### src/rtl/sat_counter8.sv
// 8-bit saturating up-counter; clear beats increment.
module sat_counter8 (
   input  logic       clk,
   input  logic       rst_n,
   input  logic       clr,
   input  logic       inc,
   output logic [7:0] cnt,
   output logic       sat
);

   always_ff @(posedge clk or negedge rst_n) begin
      if (!rst_n) begin
         cnt <= 8'h00;
      end else if (clr) begin
         cnt <= 8'h00;
      end else if (inc && (cnt != 8'hFF)) begin
         cnt <= cnt + 8'd1;
      end
   end

   assign sat = (cnt == 8'hFF);

endmodule

### config.mk
export PLATFORM = sky130hd
export DESIGN_NAME = sat_counter8
export DESIGN_NICKNAME = d
export VERILOG_FILES = /design/src/rtl/sat_counter8.sv
export SDC_FILE = /design/constraint.sdc
export NUM_CORES = 1
export LEC_CHECK = 0
export BUFFER_PORTS_ARGS = -buffer_cell sky130_fd_sc_hd__buf_2
export CELL_PAD_IN_SITES_DETAIL_PLACEMENT = 0
export CELL_PAD_IN_SITES_GLOBAL_PLACEMENT = 1
export CORE_UTILIZATION = 30
export DETAILED_ROUTE_END_ITERATION = 10
export GPL_TIMING_DRIVEN = 0
export PLACE_DENSITY_LB_ADDON = 0.1
export RECOVER_POWER = 25
export SLEW_MARGIN = 20
export SYNTH_ARGS = -nofsm -noshare
export SYNTH_HDL_FRONTEND = slang
export SYNTH_SLANG_ARGS = --single-unit
### constraint.sdc
create_clock -name clk -period 2.2 [get_ports clk]
set_input_delay 0.33 -clock clk [delete_from_list [all_inputs] [get_ports clk]]
set_output_delay 0.33 -clock clk [all_outputs]
set_load 0.02 [all_outputs]
# == Yosys cells after proc, flatten, opt, wreduce, memory -nomap -nowiden ==
# Index checks and enable logic that the tools add are counted.
# classes
add_sub_neg,1
eq_ne,2
mux,2
n_reduce_logical,2
# ops
op,count
$mux W8,2
$add A8 B1 Y8 const B,1
$eq A8 B8 Y1 const B,1
$ne A8 B8 Y1 const B,1
$reduce_bool A2 Y1,1
$logic_and A1 B1 Y1,1
# word_totals
register_bits,8
inputBits,4
out_inout_bits,9
elab_cells,8

# == Longest topological paths before layout ==
# depth
word_depth,4
mapped_depth,4
mapped_depth_nobuf,4

# == Least setup slack after synthesis ==
# No wires, ideal clock.
# synth_timing
path_type,flip-flop to flip-flop
startpoint,reg cnt[0]
endpoint,reg cnt[0]
setup_ns,0.125
arrival_ns,1.416
required_ns,2.075
setup_slack_ns,0.659
stages_incl_launch_ff,5
n_path_buf,0
synth_period_minus_slack_ns,1.541
path_cell_list,dfrtp_1 ha_1 and4_4 a21boi_2 mux2_4
# synth_via
elab_chain_len,3
word_cells_on_any_way,6
cone_classes,1 x add/sub; 1 x eq/ne; 2 x mux; 2 x reduce/logical
# synth_rtl
item,line,text
from (decl),7,"output logic [7:0] cnt,"
from (signal assigned),17,cnt <= cnt + 8'd1;
$add A8 B1 Y8 / $ne A8 B8 Y1 (equally long branches),"17, 16",
$mux W8 / $logic_and A1 B1 Y1 (equally long branches),16,end else if (inc && (cnt != 8'hFF)) begin
$mux W8 / $reduce_bool A2 Y1 (equally long branches),n/a,
# Several ways; a longest one is shown, not always the timed one. The select of a mux whose other input is x is not followed.
# A chain may end at the register's enable or synchronous reset.

# == Final worst setup path ==
# layout_timing
startpoint,reg cnt[0]
endpoint,out sat
# layout_via
elab_chain_len,1
# layout_rtl
item,line,text
$eq A8 B8 Y1,21,assign sat = (cnt == 8'hFF);
to (decl),8,output logic sat
# Every way passes these cells.

==> reports/metrics.yaml <==
worst_setup_path:
  required_ns: 1.87
  critPathTopFamily: "flip-flops"
  reg2reg_depth: 4
  crit_path_start_kind: "flop"
  crit_chain: "ha_1, and4_4, and2_2, buf_2"
  worstReg2RegStart: "cnt[0]"
  critical_path.startpoint: "cnt[0]"
  slowest_stage: "dfrtp_1"
  crit_buf_inv: 1
  reg2reg_slack_ns: 0.63
  cp_max_fo: 6
  r2r-end: "cnt[0]"
  path_class: "reg -> out"
  cp-end-kind: "output port"
  cp.arrival_ns: 1.56
  crit_path_max_incr_delay_ns: 0.43
cts:
  clkTransAtPathRegs_ns: 0.05
  cts_root_buffer: "clkbuf_4"
  h-tree-depth: 1
  clock_tree.buffer_depth: 2
  cts_sinks: 8
  cts.repair.resized: 0
  cts_setup_buffers: 0
  cts_tree: "built"
  numCtsBuffers: 3
  clkLatencyLatePin_ns: 0.26
sta:
  fin_setup_tns_ns: 0
  layout_min_cycle_time_ns: 1.89
  clock_skew_ns: 0.00227
  period_share_pct: 85.8
  slew_viol_final: 0
  slew_headroom_pct: 70.2
  rsz0062_at_grt: "no"
  hold_viol_final: 0
  setup_viol: 0
  worst_pin_slew_ns: 0.447
  max_freq_mhz: 530
floorplan:
  die_w_um: 41.5
  initial_core_util_pct: 33.9
  die-area_mm2: 0.00173
  pin_count: 13
  rows: 13
  die-height_um: 41.5
  design.core.area_mm2: 0.00138
detailed_routing:
  first_pass_iters: 4
  wl_met2_um: 459
  totalWireLength_mm: 1.08
  viasPerCell: 5.71
  drt_iter0_markers: 7
  routed.top_layer: "met4"
  met3WireLength_um: 69
  drc: 0
  wl_met1_um: 504
  ant_nets: 0
  wire_per_inst_um: 13.8
  vias: 445
global_route:
  grt_util_all_layers_pct: 13.9
  grt_start_max_net_pins: 11
  antenna_found_initial: 0
  grt_pass1_wl_mm: 1.72
  gr-total-overflow: 0
  grt_pass1_vias: 383
synth:
  avgSynthCellArea_um2: 9.98
  synth_top_area_share_pct: 42.7
  syn_area_um2: 469
  syn_nets: 52
  synth_cells: 47
  synth-seq-cells: 8
  ys_seq_area_share_pct: 42.7
  synth_area_leader_cell: "dfrtp_1"
  yosysWarningCount: 0
  synthTopCellsByArea: "dfrtp_1 (43%), a211oi_1 (6.4%), a21oi_1 (3.2%)"
  yosysUniqueCellTypes: 25
power:
  vdd_drop_max_v: 0.000241
  leakage_nw: 0.268
  p_per_area_mw_per_mm2: 524
  finalPower_w: 0.000303
layout:
  largest_reg_flops: 8
  top_register: "cnt"
  regArea_um2: 200
  multi_input_comb_area_um2: 262
  antennaDiodeCount: 0
  final_cell_mix: "buf_2 (11), dfrtp_1 (8), a211oi_1 (4)"
  area_delta_synth_final_pct: 23.5
  final_common_cell: "buf_2"
  reg_top3: "cnt (8)"
  nets: 70
  drive_above_1_share_pct: 31.7
  nFillCells: 138
outcome:
  status: "complete, no violations"
worst_hold_path:
  holdCritStartpoint: "inc"
  holdPathStages: 3
  hold_path_class: "in -> reg"
  hold_end: "cnt[2]"
placed_design:
  gp_congestion: 0.655
  numPortBuffers: 12
  hpwl_um: 756
flow_run:
  cap_viol_max_count: 0
-- kinds of logic after synthesis --
group	count (synthesis)	share of synthesized area (%)
compound gates	12	17.9
fa+ha+maj	1	2.67
buf+inv	2	1.60
flops	8	42.7
mux	3	7.73
simple gates	21	27.5
-- through the flow --
step	hold slack, ns	area [um2]	utilization, %	instances	setup WS, ns
2_1_floorplan	0.0344	469	-	47	0.659
3_3_place_gp	0.190	548	39.6	74	0.607
3_5_place_dp	0.187	548	39.6	74	0.605
4_1_cts	0.427	581	42.0	78	0.312
5_1_grt	0.458	579	41.9	78	0.221
6_report	0.435	579	41.9	78	0.313
-- tightest hold or removal path, delay by kind of cell --
kind | cells | cell delay [ns]
AO/OA/AOI/OAI | 1 | 0.14
buffers and inverters | 1 | 0.13
AND/OR/NAND/NOR | 1 | 0.05
-- cells in the mapped netlist (all sizes together) --
| library cell | instances |
|---|---|
| dfrtp | 8 |
| a211oi | 4 |
| a21oi | 3 |
| nand2 | 3 |
| nand3 | 3 |
| a31oi | 2 |
| and4 | 2 |
| mux2 | 2 |
| nand2b | 2 |
| nand4 | 2 |
| nor2b | 2 |
| nor3 | 2 |
| o21bai | 2 |
| a21boi | 1 |
| and2 | 1 |
| and3 | 1 |
| clkbuf | 1 |
| ha | 1 |
| inv | 1 |
| mux2i | 1 |
| nor2 | 1 |
| nor3b | 1 |
| nor4b | 1 |
-- how the worst max path moves through the flow --
stage / end / slack, ns / cells after the start
final: sat / 0.31 / 4
after global routing: sat / 0.22 / 4
after CTS: sat / 0.31 / 4
after detailed placement: sat / 0.60 / 4
after global placement: sat / 0.61 / 4
after floorplan: cnt[0] / 0.66 / 4
-- what timing repair did --
action / 4_1_cts / 5_1_grt
hold endpoints to repair: 8 / 0
hold buffers: 1 / 0
setup endpoints to repair: 0 / 0
-- per-layer routing --
| metal | global-route usage, % | vias to the layer above |
|---|---|---|
| li1 | - | 215 |
| met1 | 16.0 | 203 |
| met2 | 20.0 | 22 |
| met3 | 4.35 | 5 |
| met4 | 13.5 | 0 |
| met5 | 0 | - |
-- layout make-up --
type                    count  share of cell area [%]
flip-flops and latches      8                    34.6
multi-input cells          37                    45.1
well taps                  15                    3.24
clock buffers               3                    3.89
plain buffers               1                   0.648
inverters                   1                   0.648
repair buffers             13                    11.9
-- where the power goes --
part	total (W)	switching, W	internal (W)
registers	0.000156	0.00000556	0.000151
clock network	0.000115	0.0000526	0.0000626
logic	0.0000318	0.0000180	0.0000138
Power figures use the tool's default switching activity.
